<file path="src/rtl/vedic_mul_pkg.sv">
// Shared constants for the vedic multiplier scheduler and its arbiter.
package vedic_mul_pkg;

  localparam int MUL16_LAT = 5;
  localparam int OP_W      = 16;
  localparam int PROD_W    = 32;

  // Smallest w such that 2**w >= n.
  function automatic int clog2(input int n);
    int w;
    w = 0;
    while ((1 << w) < n) w++;
    return w;
  endfunction

endpackage

</file>
<file path="src/rtl/rr_arbiter.sv">
// Combinational round-robin arbiter: first eligible index after rr_last, wrapping.
module rr_arbiter
  import vedic_mul_pkg::*;
#(
  parameter int N  = 4,
  parameter int IW = clog2(N)
) (
  input  logic [N-1:0]  elig,
  input  logic [IW-1:0] rr_last,
  output logic [N-1:0]  grant,
  output logic [IW-1:0] grant_idx,
  output logic          grant_vld
);

  logic [IW-1:0] cand;

  // Scan rr_last+1 .. rr_last+N modulo N; the first hit wins.
  always_comb begin
    grant     = '0;
    grant_idx = '0;
    grant_vld = 1'b0;
    cand      = '0;
    for (int k = 1; k <= N; k++) begin
      cand = IW'((int'(rr_last) + k) % N);
      if (!grant_vld && elig[cand]) begin
        grant_vld = 1'b1;
        grant_idx = cand;
      end
    end
    if (grant_vld) grant[grant_idx] = 1'b1;
  end

endmodule

</file>
<file path="src/rtl/vedic_mul_scheduler.sv">
// Shares one pipelined 16x16 multiplier among N_REQ requesters. The multiplier
// has no handshake, so a valid/ID token travels alongside each operand pair
// and tags the product when it emerges MUL_LAT cycles later.
module vedic_mul_scheduler
  import vedic_mul_pkg::*;
#(
  parameter int N_REQ   = 4,
  parameter int MUL_LAT = MUL16_LAT,
  parameter int ID_W    = clog2(N_REQ)
) (
  input  logic                    clk,
  input  logic                    rst_n,
  input  logic [N_REQ-1:0]        req_valid,
  output logic [N_REQ-1:0]        req_ready,
  input  logic [OP_W*N_REQ-1:0]   req_a,
  input  logic [OP_W*N_REQ-1:0]   req_b,
  output logic [OP_W-1:0]         mul_a,
  output logic [OP_W-1:0]         mul_b,
  input  logic [PROD_W-1:0]       mul_p,
  output logic [N_REQ-1:0]        rsp_valid,
  output logic [PROD_W-1:0]       rsp_data,
  output logic                    busy,
  output logic [15:0]             issue_count
);

  logic [N_REQ-1:0]             pending_q;
  logic [ID_W-1:0]              rr_last_q;
  logic [MUL_LAT:0]             tok_vld_q;
  logic [MUL_LAT:0][ID_W-1:0]   tok_id_q;
  logic [15:0]                  cnt_q;
  logic [OP_W-1:0]              mul_a_q, mul_b_q;
  logic [N_REQ-1:0]             rsp_valid_q;
  logic [PROD_W-1:0]            rsp_data_q;

  logic [N_REQ-1:0]             elig;
  logic [N_REQ-1:0]             grant;
  logic [ID_W-1:0]              gnt_idx;
  logic                         gnt_vld;
  logic                         tok_out_vld;
  logic [ID_W-1:0]              tok_out_id;
  logic [N_REQ-1:0]             rsp_clr;

  // A requester with an op in flight is not eligible until its response fires.
  assign elig = req_valid & ~pending_q;

  rr_arbiter #(.N(N_REQ), .IW(ID_W)) u_arb (
    .elig      (elig),
    .rr_last   (rr_last_q),
    .grant     (grant),
    .grant_idx (gnt_idx),
    .grant_vld (gnt_vld)
  );

  assign tok_out_vld = tok_vld_q[MUL_LAT];
  assign tok_out_id  = tok_id_q[MUL_LAT];

  // One-hot of the exiting token's owner; zero when no token exits.
  always_comb begin
    rsp_clr = '0;
    if (tok_out_vld) rsp_clr[tok_out_id] = 1'b1;
  end

  // Operand registers: only the granted slice is selected, so undriven
  // operands of other requesters never reach the multiplier.
  always_ff @(posedge clk or negedge rst_n) begin
    if (!rst_n) begin
      mul_a_q <= '0;
      mul_b_q <= '0;
    end else if (gnt_vld) begin
      mul_a_q <= req_a[int'(gnt_idx)*OP_W +: OP_W];
      mul_b_q <= req_b[int'(gnt_idx)*OP_W +: OP_W];
    end
  end

  // Token pipe shifts every cycle; stage MUL_LAT lines up with mul_p.
  always_ff @(posedge clk or negedge rst_n) begin
    if (!rst_n) begin
      tok_vld_q <= '0;
      tok_id_q  <= '0;
    end else begin
      tok_vld_q <= {tok_vld_q[MUL_LAT-1:0], gnt_vld};
      tok_id_q  <= {tok_id_q[MUL_LAT-1:0], gnt_idx};
    end
  end

  // Response register: capture the product when its token exits.
  always_ff @(posedge clk or negedge rst_n) begin
    if (!rst_n) begin
      rsp_valid_q <= '0;
      rsp_data_q  <= '0;
    end else begin
      rsp_valid_q <= rsp_clr;
      if (tok_out_vld) rsp_data_q <= mul_p;
    end
  end

  // Bookkeeping: pending bits, round-robin pointer, issue counter.
  always_ff @(posedge clk or negedge rst_n) begin
    if (!rst_n) begin
      pending_q <= '0;
      rr_last_q <= ID_W'(N_REQ - 1);
      cnt_q     <= '0;
    end else begin
      pending_q <= (pending_q & ~rsp_clr) | grant;
      if (gnt_vld) begin
        rr_last_q <= gnt_idx;
        cnt_q     <= cnt_q + 16'd1;
      end
    end
  end

  // Grant is combinational, so it is held off explicitly while reset is asserted.
  assign req_ready   = rst_n ? grant : '0;
  assign mul_a       = mul_a_q;
  assign mul_b       = mul_b_q;
  assign rsp_valid   = rsp_valid_q;
  assign rsp_data    = rsp_data_q;
  assign busy        = |pending_q;
  assign issue_count = cnt_q;

endmodule

</file>
<file path="config.mk">
export PLATFORM = sky130hd
export DESIGN_NAME = vedic_mul_scheduler
export DESIGN_NICKNAME = d
export VERILOG_FILES = /design/src/rtl/vedic_mul_pkg.sv /design/src/rtl/rr_arbiter.sv /design/src/rtl/vedic_mul_scheduler.sv
export SDC_FILE = /design/constraint.sdc
export NUM_CORES = 1
export LEC_CHECK = 0
export CAP_MARGIN = 20
export CORE_MARGIN = 10
export CORE_UTILIZATION = 37
export DETAILED_ROUTE_END_ITERATION = 10
export PLACE_DENSITY_LB_ADDON = 0.15
export SETUP_SLACK_MARGIN = 0.5
export SLEW_MARGIN = 20
export SYNTH_ARGS = -nofsm -noshare
export SYNTH_HDL_FRONTEND = slang
export SYNTH_SLANG_ARGS = --single-unit
</file>
<file path="constraint.sdc">
create_clock -name clk -period 1.8 [get_ports clk]
set_input_delay 0.18 -clock clk [delete_from_list [all_inputs] [get_ports clk]]
set_output_delay 0.18 -clock clk [all_outputs]
set_load 0.01 [all_outputs]
</file>
==> flow_summary_export.csv <==
group,metric,value,unit
timing,drv_slew,0,
synth,synth_async_sr_flop_share,100,%
timing,max_slew.worst_pin.slew,0.469,ns
worst_setup_path,critPathTopFamily,"simple AND/OR/NAND/NOR gates",
pwr,power_density_over_the_cells,1780,nW/µm²
place,dpl.hpwl,13300,µm
routing,route.detailed.drc,0,
worst_setup_path,timing.critical_path.arrival,1.90,ns
worst_setup_path,cp-end-kind,"output pin",
worst_setup_path,critical_path.cell_chain,"or3b_1, a21o_1, o211ai_4, and2_4, and3_4, buf_6",
clock_network,tritoncts_clock_tree,"yes",
worst_setup_path,worst-endpoint-required,1.62,ns
place,finalWeightedCongestion,0.846,
synth,synthesis.yosys.warnings,0,
pwr,clockPowerShare,10.2,%
pwr,p_sw,6.85,mW
die,design.core.area,13400,µm²
final_layout,seqCellArea,2710,µm²
clock_network,cts_num_sinks,108,
worst_setup_path,ff2ff_path_depth,9,
synth,synth_seq_cells,108,
global_route,grt_first_pass_wirelength,30200,µm
outcome,status,"finished, violations left",
worst_hold_path,hold_depth,0,
routing,vias_per_cell,5.24,
run,timing.max_cap.violations,0,
die,fp.dieH,138,µm
pwr,seq_power_share,23.5,%
die,die_width,138,µm
outcome,violations,"negative setup slack",
global_route,grt_antenna_before_repair,1,
pwr,finalPower,17.9,mW
timing,hold_viol,0,
die,ios,255,
synth,yosys_most_used_dff,"dfrtp_1",
routing,number_of_nets_still_failing_antenna_checks_after_routing,0,
clock_network,cts_buf_count,9,
timing,ratio_of_final_minimum_period_to_clock_period,116,%
die,placementRows,42,
synth,ys_seq_area_share,53.0,%
global_route,globalRoute.totalOverflow,0,
final_layout,syn2layout_area_growth,97.1,%
routing,initialDrtViolationCount,305,
worst_setup_path,cp_max_fo,3,
timing,finalSetupTns,-8.77,ns
final_layout,layout.filler_cells,872,
global_route,global_route.usage.total,20.8,%
global_route,first_global_vias,5340,
synth,mappedNetlistArea,5110,µm²
worst_setup_path,worst-path-stages,6,
final_layout,fin_nets,916,
final_layout,multi_input_comb_area,3000,µm²
worst_setup_path,setup.worst_path.start_class,"register",
synth,synth_area_leaders,"dfrtp_1 (52%), mux2i_1 (8.8%), mux2_2 (7.1%)",
pwr,cellInternalPower,11.1,mW
clock_network,clk_transition_reported_paths,0.08,ns
synth,post_synth_edffs,0,
routing,detailroute.via_count,4870,
pwr,comb_power_share,66.3,%
routing,detail_route.wirelength,21200,µm
timing,unrepaired_setup_endpoints_after_global_routing,"yes",
final_layout,fraction_of_layout_instances_using_a_drive_strength_above_1,34.3,%
worst_setup_path,timing.critical_path.buf_inv,1,
synth,synthesis.area_per_instance,11.9,µm²
routing,drt-wirelength-per-cell,22.8,µm
timing,worst_slew_margin_rel,68.7,%
routing,drt_pass1_iterations,4,
timing,fin_skew,0.0136,ns
worst_setup_path,worstSetupPathType,"register to output pin",
worst_setup_path,slowest_stage,"dfrtp_1",
final_layout,layout_commonest_cell,"clkdlybuf4s50_1",
die,design.die.area,18900,µm²
synth,synth_top_cell_area_share,51.9,%
clock_network,clk_latency,0.35,ns
final_layout,layout.cells.most_common_list,"clkdlybuf4s50_1 (164), dfrtp_1 (105), dlygate4sd2_1 (84)",
pwr,sw_frac_of_total,38.3,%
clock_network,ctsLongestPathBuffers,2,
timing,postLayoutSetupSlackWorst,-0.280,ns
clock_network,root_buffer,"clkbuf_16",
synth,syn_nets,595,
pwr,worst_ir_drop_vdd,814,µV
synth,syn_inst,428,
worst_setup_path,largest_stage_delay_on_the_critical_path,0.42,ns
place,numPortBuffers,254,
synth,synth.distinct_cells,47,
timing,setup_viol,50,
worst_hold_path,worst_hold_path_type,"register to register",
clock_network,ctsHtreeMaxLevel,3,
timing,layout_min_cycle_time,2.08,ns
global_route,grt_start_max_net_pins,90,
synth,synth_top_cell_by_area,"dfrtp_1",
timing,fmaxAchievable,481,MHz
pwr,p_leak,4.15,nW
die,start_util,38.1,%
sequential cells by signal, summed over array words and instances, names as in the netlist:
| name | flops |
|---|---|
| issue_count | 16 |
| mul_a | 16 |
| mul_b | 16 |
| pending_q | 4 |
| rr_last_q | 2 |
| rsp_data | 32 |
| rsp_valid | 4 |
| tok_id_q | 10 |
| tok_out_id | 2 |
| tok_vld_q | 6 |
per-layer routing:
| metal | GRT usage (%) | vias to the layer above | routed length (µm) |
|---|---|---|---|
| li1 | - | 2210 | - |
| met1 | 23.6 | 2381 | 8060 |
| met2 | 35.2 | 246 | 10500 |
| met3 | 7.54 | 33 | 2200 |
| met4 | 7.26 | 0 | 472 |
| met5 | 0 | - | 0 |
synth_stat cells (all sizes together) (2+ instances only):
cell	instances
dfrtp	106
nor2	42
a31oi	19
a211oi	19
a221oi	13
buf	23
nand3	4
nand4	5
and3	5
nand2	15
a2111oi	19
mux2	32
nand2b	4
and3b	2
nor3b	2
xor2	4
mux2i	45
o21ai	2
clkbuf	8
xnor2	11
o2bb2ai	2
dfstp	2
o211ai	2
nor2b	4
inv	24
o22ai	2
worst register-to-register path, stage by stage, from the launching register on:
cell and delay, ns:
dfstp_2 0.57, buf_4 0.13, a2bb2oi_4 0.16, o211ai_4 0.10, buf_6 0.13, buf_12 0.14
buf_12 0.14, buf_16 0.14, a2111oi_4 0.34, a211oi_2 0.09
metrics by stage:
stage	util (%)	cell area [µm²]	setup slack [ns]	std cells	hold slack [ns]
2_1_floorplan	-	5300	0.0734	428	-0.116
3_3_place_gp	60.2	8070	-0.622	856	0.248
3_5_place_dp	60.2	8070	-0.652	856	0.253
4_1_cts	71.3	9550	-0.304	916	0.351
5_1_grt	75.1	10100	-0.367	930	0.365
6_report	75.1	10100	-0.280	930	0.358
cells by family after synthesis:
logic type / count (synthesis) / share of synthesized area (%)
flops: 108 / 53.0
simple gates: 90 / 8.84
compound gates: 82 / 14.1
mux: 77 / 15.9
buf+inv: 55 / 5.44
xor+xnor: 15 / 2.57
fa+ha+maj: 1 / 0.245
power groups by stage:
stage               sequential, mW  combinational, mW  clock [mW]
floorplan                     4.54               3.97           0
global placement              4.19               7.24           0
detailed placement            4.25               7.35           0
CTS                           4.17               10.5        1.83
global route                  4.33               12.4        1.96
finish                        4.20               11.9        1.82
area by class of cell:
type	count	area share, %
antenna	1	0.0249
clock buffer	11	2.31
clock inverter	4	0.273
inverter	24	0.944
multi-input combinational	265	29.8
sequential	108	26.9
tap	176	2.19
timing repair buffer	341	37.6
timing repair:
item	CTS	global route
gates resized for setup	236	74
hold endpoints to repair	106	0
setup endpoints to repair	145	61
cloned	13	5
setup buffers	31	8
pin swaps	47	45
hold buffers	1	0
final timing paths:
path                              start             end  slack (ns)
min                         tok_id_q[3]     tok_id_q[5]        0.36
min reg2reg                 tok_id_q[3]     tok_id_q[5]        0.36
max reg2reg                rr_last_q[1]       mul_b[11]       -0.26
max                        pending_q[1]    req_ready[3]       -0.28
max in group asynchronous         rst_n  issue_count[0]        0.78
min in group asynchronous         rst_n        mul_b[3]        0.58
(Power assumes the default switching activity.)
